$ cat config.mk
export PLATFORM = sky130hd
export DESIGN_NAME = ark_stream_stage
export DESIGN_NICKNAME = d
export VERILOG_FILES = /design/src/rtl/ark_pkg.sv /design/src/rtl/ark_key_bank.sv /design/src/rtl/ark_stream_stage.sv
export SDC_FILE = /design/constraint.sdc
export NUM_CORES = 2
export LEC_CHECK = 0
export CAP_MARGIN = 20
export CORE_MARGIN = 2
export CORE_UTILIZATION = 55
export DETAILED_ROUTE_END_ITERATION = 12
export PLACE_DENSITY = 0.75
export SLEW_MARGIN = 10
export SYNTH_ARGS = -nofsm -noshare
export SYNTH_HDL_FRONTEND = slang
export SYNTH_HIERARCHICAL = 1
export SYNTH_SLANG_ARGS = --single-unit
$ cat constraint.sdc
create_clock -name clk -period 11.3 [get_ports clk]
set_clock_uncertainty 0.2 [all_clocks]
set_input_delay 1.13 -clock clk [delete_from_list [all_inputs] [get_ports clk]]
set_output_delay 1.13 -clock clk [all_outputs]
set_load 0.005 [all_outputs]
$ cat src/rtl/ark_pkg.sv
// ark_pkg: shared AES constants, state typedef and round-index width helper.
package ark_pkg;
  localparam int AES_BLOCK_W = 128;
  localparam int AES_NR_128 = 10;
  localparam int AES_NR_192 = 12;
  localparam int AES_NR_256 = 14;
  typedef logic [15:0][7:0] aes_state_t;
  function automatic int ridx_w(input int nr);
    return $clog2(nr + 1);
  endfunction
endpackage

$ cat src/rtl/ark_key_bank.sv
// ark_key_bank: round-key storage with per-index loaded flags and read-before-write lookup.
module ark_key_bank import ark_pkg::*; #(
  parameter int DATA_W     = AES_BLOCK_W,
  parameter int NUM_ROUNDS = AES_NR_128,
  parameter int RIDX_W     = ridx_w(NUM_ROUNDS)
) (
  input  logic              clk,
  input  logic              rst,
  input  logic              wr_en,
  input  logic [RIDX_W-1:0] wr_idx,
  input  logic [DATA_W-1:0] wr_data,
  input  logic              clr,
  input  logic [RIDX_W-1:0] rd_idx,
  output logic [DATA_W-1:0] rd_key,
  output logic              rd_ok,
  output logic              keys_loaded
);
  localparam logic [RIDX_W-1:0] LAST = RIDX_W'(NUM_ROUNDS);
  logic [DATA_W-1:0] bank_q [NUM_ROUNDS+1];
  logic [NUM_ROUNDS:0] flags_d, flags_q;
  logic loaded_d, loaded_q;
  logic wr_ok, rd_in;
  logic [RIDX_W-1:0] rd_sel;
  always_comb begin
    wr_ok = wr_en && wr_idx <= LAST;
    rd_in = rd_idx <= LAST;
    rd_sel = rd_in ? rd_idx : '0;
    rd_key = bank_q[rd_sel];
    rd_ok = rd_in && flags_q[rd_sel];
    flags_d = flags_q;
    if (wr_ok) flags_d[wr_idx] = 1'b1;
    if (clr) flags_d = '0;
    loaded_d = &flags_d;
  end
  // Bank data is never reset; only the flags decide whether a key is usable.
  always_ff @(posedge clk)
    if (wr_ok) bank_q[wr_idx] <= wr_data;
  always_ff @(posedge clk or posedge rst)
    if (rst) begin
      flags_q <= '0;
      loaded_q <= 1'b0;
    end else begin
      flags_q <= flags_d;
      loaded_q <= loaded_d;
    end
  assign keys_loaded = loaded_q;
endmodule

$ cat src/rtl/ark_stream_stage.sv
// ark_stream_stage: registered valid/ready AddRoundKey stage keyed by each beat's round tag.
module ark_stream_stage import ark_pkg::*; #(
  parameter int DATA_W     = AES_BLOCK_W,
  parameter int NUM_ROUNDS = AES_NR_128,
  parameter int RIDX_W     = ridx_w(NUM_ROUNDS)
) (
  input  logic              clk,
  input  logic              rst,
  input  logic              key_wr_en,
  input  logic [RIDX_W-1:0] key_wr_idx,
  input  logic [DATA_W-1:0] key_wr_data,
  input  logic              key_clr,
  input  logic              in_valid,
  output logic              in_ready,
  input  logic [DATA_W-1:0] in_state,
  input  logic [RIDX_W-1:0] in_round,
  input  logic              in_bypass,
  output logic              out_valid,
  input  logic              out_ready,
  output logic [DATA_W-1:0] out_state,
  output logic [RIDX_W-1:0] out_round,
  output logic              out_err,
  output logic              keys_loaded
);
  logic [DATA_W-1:0] rd_key, out_state_d, out_state_q;
  logic [RIDX_W-1:0] out_round_d, out_round_q;
  logic rd_ok, accept, out_valid_d, out_valid_q, out_err_d, out_err_q;
  ark_key_bank #(.DATA_W(DATA_W), .NUM_ROUNDS(NUM_ROUNDS), .RIDX_W(RIDX_W)) u_bank (
    .clk(clk), .rst(rst), .wr_en(key_wr_en), .wr_idx(key_wr_idx), .wr_data(key_wr_data),
    .clr(key_clr), .rd_idx(in_round), .rd_key(rd_key), .rd_ok(rd_ok), .keys_loaded(keys_loaded)
  );
  // Missing or out-of-range keys pass the state through untouched but flag the beat.
  always_comb begin
    in_ready = !out_valid_q || out_ready;
    accept = in_valid && in_ready;
    out_valid_d = accept || (out_valid_q && !out_ready);
    out_state_d = !accept ? out_state_q : (in_bypass || !rd_ok) ? in_state : in_state ^ rd_key;
    out_err_d = accept ? !in_bypass && !rd_ok : out_err_q;
    out_round_d = accept ? in_round : out_round_q;
  end
  always_ff @(posedge clk or posedge rst)
    if (rst) begin
      out_valid_q <= 1'b0;
      out_state_q <= '0;
      out_round_q <= '0;
      out_err_q <= 1'b0;
    end else begin
      out_valid_q <= out_valid_d;
      out_state_q <= out_state_d;
      out_round_q <= out_round_d;
      out_err_q <= out_err_d;
    end
  assign out_valid = out_valid_q;
  assign out_state = out_state_q;
  assign out_round = out_round_q;
  assign out_err = out_err_q;
endmodule
Word level (Yosys, flattened, before mapping)
Memory sizes are Yosys's and may differ from the RTL's. Index checks and enable logic that the tools add are counted.

Register bits: 146. Bits in writable memories: 1408. Memories kept: 1.

Order comparisons: 5. Muxes and demuxes: 10. Bitwise logic cells: 2. Reduce and logical (&&, ||, !) cells: 14.

Memory list: u_bank.bank_q (words 11, width 128, rd ports 1, clocked after memory_dff 0, wr ports 1, line ark_key_bank.sv:19) `logic [DATA_W-1:0] bank_q [NUM_ROUNDS+1];`.

Operators with widths (count): $mux 128 (1); $xor 128x128->128 (1); $mux 11 (2); $or 11x11->11 (1); $reduce_and 11->1 (1); $lt 4x5->1 const B (2); $le 4x4->1 const B (2); $logic_and 1x1->1 (6); $bmux 1 s4 (1); $demux 1 s4 (1); $ge 4x1->1 const B (1); $logic_not 1->1 (4); $mux 1 (4); $mux 4 (1); $logic_or 1x1->1 (3).

Longest topological paths before layout
Depth after elaboration: 8. Mapped depth: 12.

By module
The synthesis kept the hierarchy.

By module, submodules not included: ark_key_bank (instances 1, cells an instance 3442, area each 55932.4 µm²); ark_stream_stage (instances 1, cells an instance 570, area each 7299.5 µm²).

Least setup slack after synthesis
No wires, ideal clock.

Path kind: input to register. From: input port key_wr_idx[0]. To: memory u_bank/bank_q[0][0] in the netlist's numbering (enable). Data arrival time: 10.267 ns. Required time: 10.328 ns. Path slack: 0.061 ns. Stages on the path: 2. Buffers on the path: 0. Cell sequence: or3b_2 nor3_1.

Word-level cells in the longest chain between the ends: 4.

Ends and longest elaborated chain: start: declaration (line ark_stream_stage.sv:10) `input logic [RIDX_W-1:0] key_wr_idx,`; $le 4x4->1 (line ark_key_bank.sv:25) `wr_ok = wr_en && wr_idx <= LAST;`; $logic_and 1x1->1 (line ark_key_bank.sv:25); $mux 1 (line ark_key_bank.sv:37) `if (wr_ok) bank_q[wr_idx] <= wr_data;`; $mux 1 (implied by the code) (line ark_key_bank.sv:37); end: declaration (line ark_key_bank.sv:19).

Several ways; a longest one is shown, not always the timed one.

Worst setup path in the final report
From: input port in_round[3]. To: register out_state_q[109], in the netlist out_state[109].

Elaborated cells between the ends (all ways): 10. Classes of those cells: order compare (1); mux (4); bitwise (1); reduce/logical (3); memory (1).

RTL lines: start: declaration (line ark_stream_stage.sv:16) `input logic [RIDX_W-1:0] in_round,`; $le 4x4->1 (line ark_key_bank.sv:26) `rd_in = rd_idx <= LAST;`; $mux 4 (*) (line ark_key_bank.sv:27) `rd_sel = rd_in ? rd_idx : '0;`; $mem_v2 11x128 (*); via rd_key[109] (line ark_stream_stage.sv:25) `logic [DATA_W-1:0] rd_key, out_state_d, out_state_q;`; $xor 128x128->128 (*) (line ark_stream_stage.sv:37) `out_state_d = !accept ? out_state_q : (in_bypass || !rd_ok) ? in_state : in_state ^ rd_key;`; $mux 128 (*) (line ark_stream_stage.sv:37); end signal: assignment (line ark_stream_stage.sv:49) `out_state_q <= out_state_d;`; end: declaration (line ark_stream_stage.sv:25).

Mark *: on every way through the listed nets, which the timed path passes. The rest lies on a longest branch. The select of a mux whose other input is x is not followed. A chain may end at the register's enable or synchronous reset.

==> results.md <==
- PostCTS Resize Cnt: 0
- Achievable Freq: 194.2 MHz
- Largest net degree at the start of global routing: 134
- Top-Level Pins: 407
- Layout cells sized above 1: between 10 and 15%
- Core Region: 0.1142 mm^2
- CTS Buf Count: 157
- Fin crit period: 5148 ps
- Pwr dens: 174.1 mW/mm^2
- Gate power share: 8.5%
- Initial Utilization: 55.37%
- Mean Syn Cell Area: between 15 and 20 um^2
- Total of max-cap violations: 0
- Clk pwr share: 40.4%
- Leak: 24.28 nW
- Ys async rst share: 9.395%
- Worst EP arrival: about 5600 ps
- Most used cell, CP: buf_4
- Mapped Nets: 4283
- Final Setup Violations: 0
- Number of clock sinks: 1554
- Synth top area cells: edfxtp_1, dfrtp_1, mux2_2
- Non-filler cells in the finished layout: 5972
- Post-Syn Instances: 4012
- Endpoint type of the worst setup path: register
- Post-CTS Hold Buffers: 0
- Sum Neg Setup Slack: 0 ps
- Clock Latency Late Sink: 760 ps
- Post-route ant nets: 0
- Drt initial violations: roughly 3800
- Worst-path clk slew: around 60 ps
- Synth warnings: 6
- Post-synth EDFFs: 1408
- Mapped Area: 0.06323 mm^2
- Netlist cell types: 50
- Sw Share: 22.27%
- DRT Wirelength: 166800 um
- CTS tree: yes
- Max incr delay on CP: 990 ps
- Vias in the first global route: ~39000
- Clock buffer depth: 3
- Nets: 4588
- P_sw: around 0.0028 W
- GRT Total Usage: between 20 and 30%
- Congestion Overflow GR: 0
- Status: finished clean
- DP Cell Count: 5670
- Drt drc: 0
- Peak supply drop: 0.0001426 V
- PortBufs: 406
- Startpoint Class: input pin
- Post-CTS setup buffer count: 0
- DR WL/cell: 27.94 um
- Period utilization: around 46%
- Cell taking the most area after synthesis: edfxtp_1
- Fin. Hold Viols: 0
- Critical path type: input pin to register
- Top post-synthesis cells by count: edfxtp_1, o21ai_0, mux2_2, clkbuf_1, dfrtp_1
- Synth top area share: 66.87%
- Placer congestion estimate: 0.7522
- WHS: ~290 ps
- DIE AREA: 0.1177 mm^2
- CP Data Required Time: between 10000 and 15000 ps
- RSZ-0062 raised after global routing: false
- Worst Tran Pin Value: 1239 ps
- Post-DR vias/cell: about 6.4
- Int Power: 0.009931 W
- First-pass detailed-route iteration total: 5
- H-tree depth: 4
- Count leader, synth: edfxtp_1
- Worst Path Max Fanout: 65
- Synthesis-stage register bit count: 1554
- Slew Limit Headroom: between 10% and 20%
- DR vias: between 30000 and 40000
- Crit path cell chain: buf_6 -> buf_4 -> nand2b_4 -> buf_4 -> a221oi_1 -> o22ai_1 -> o2bb2ai_1 -> nand3b_1 -> xnor2_1 -> mux2_2
- Total Power Consumption: between 0.01 and 0.015 W
- HPWL after DPL: 80550 um
- Flop pwr share: 51.1%
- Die Width: 343.1 um
- Clock Tree Root: clkbuf_16
- Slowest cell on crit path: nand2b_4
- Synth-to-Final Area Change: 16.09%
- Die Y: 343.1 um
- Row count: ~120
- Max-slew violations: 0
- Ys flop type: edfxtp_1
- Worst Hold Class: register to register
- First-pass GRT wire length: 245200 um
- Seq/Total Area, Yosys: 72.64%
- Initial antenna violation count: 26
routing by layer:
| layer | up-vias | routed length, um | GRT usage (%) |
|---|---|---|---|
| met5 | - | 212 | 0 |
| met4 | 32 | 5192 | 10.92 |
| met3 | 360 | 14020 | 5.325 |
| met2 | 1963 | 83440 | 47.60 |
| met1 | 19500 | 63960 | 36.02 |
| li1 | 16400 | - | - |
path summary, 6_finish.rpt:
path	cells past startpoint	endpoint	slack, ps	from
hold reg to reg	1	out_state[54]	290	out_state[54]
hold / removal	1	out_state[54]	290	out_state[54]
setup / recovery	10	out_state[109]	6150	in_round[3]
max in group asynchronous	4	out_state[95]	8390	rst
min in group asynchronous	2	out_state[1]	570	rst
setup reg to reg	9	out_state[36]	7780	u_bank/flags_q[3]
critical path: cells and delay by family:
| family | cells | cell delay [ps] |
|---|---|---|
| buffers and inverters | 3 | 2150 |
| and+or+nand+nor | 2 | 1140 |
| xor gates and xnor gates | 1 | 170 |
| AOI/OAI and AO/OA | 3 | 640 |
| muxes | 1 | 270 |
cell families after synthesis:
logic type	count (synthesis)	share of synthesized area (%)
buffers and inverters	441	3.451
XOR/XNOR	128	1.773
AO/OA/AOI/OAI	1054	11.41
flip-flops	1554	72.64
multiplexers	383	6.564
AND/OR/NAND/NOR	452	4.163
stage by stage:
| stage | instance area [um^2] | util (%) | setup slack (ps) |
|---|---|---|---|
| floorplan | 63230 | - | 60.98 |
| global placement | 68220 | 59.74 | 5595 |
| detailed placement | 68220 | 59.74 | 5564 |
| CTS | 73370 | 64.26 | 6311 |
| global route | 73390 | 64.27 | 6080 |
| finish | 73400 | 64.28 | 6152 |
layout by cell type, fill, tap and decap left out, types with 7 or more instances in the layout:
cell	Yosys	layout
edfxtp_1	1408	1408
clkdlybuf4s50_1	0	401
o21ai_0	238	238
mux2_2	234	234
clkbuf_16	0	160
dfrtp_1	146	146
a21oi_1	131	131
nand3b_1	130	130
mux2i_1	130	130
and3_1	131	130
a211oi_1	129	129
o2bb2ai_1	129	129
xnor2_1	128	128
a31oi_1	128	128
o211ai_1	128	128
nand2_1	130	128
inv_1	123	122
o221ai_1	109	109
buf_4	20	48
clkinv_2	0	32
clkinv_1	0	31
clkbuf_1	155	25
mux2_1	19	19
o22ai_1	18	18
nor2_1	23	15
bufinv_16	0	15
nor2b_1	14	13
diode_2	0	12
o21ai_1	10	10
a221oi_1	10	10
o221ai_2	10	10
buf_12	0	10
nor2_4	0	9
o211a_1	9	9
clkinvlp_4	0	7
area by class of cell:
class,instances,area [um^2]
diodes,12,30.03
well taps,1512,1892
multi-input cells,2017,15290
repair buffers,463,4623
inverters,124,478.0
fillers,7986,40790
clock buffers,191,4180
clock inverters,99,975.9
flip-flops and latches,1554,45930
flip-flops by register name (all words and copies together), names as in the netlist:
signal              cells
u_bank/bank_q        1408
out_state             128
u_bank/flags_q         11
out_round               4
out_err                 1
out_valid               1
u_bank/keys_loaded      1
power groups by stage:
stage / combinational, W / sequential, W / clock, W
floorplan: 0.000531 / 0.00666 / 0
global placement: 0.00105 / 0.00664 / 0
detailed placement: 0.00107 / 0.00665 / 0
CTS: 0.00108 / 0.00653 / 0.00522
global route: 0.00115 / 0.00655 / 0.00545
finish: 0.00108 / 0.00653 / 0.00516
Note: power is estimated with default switching activity, not from simulation.
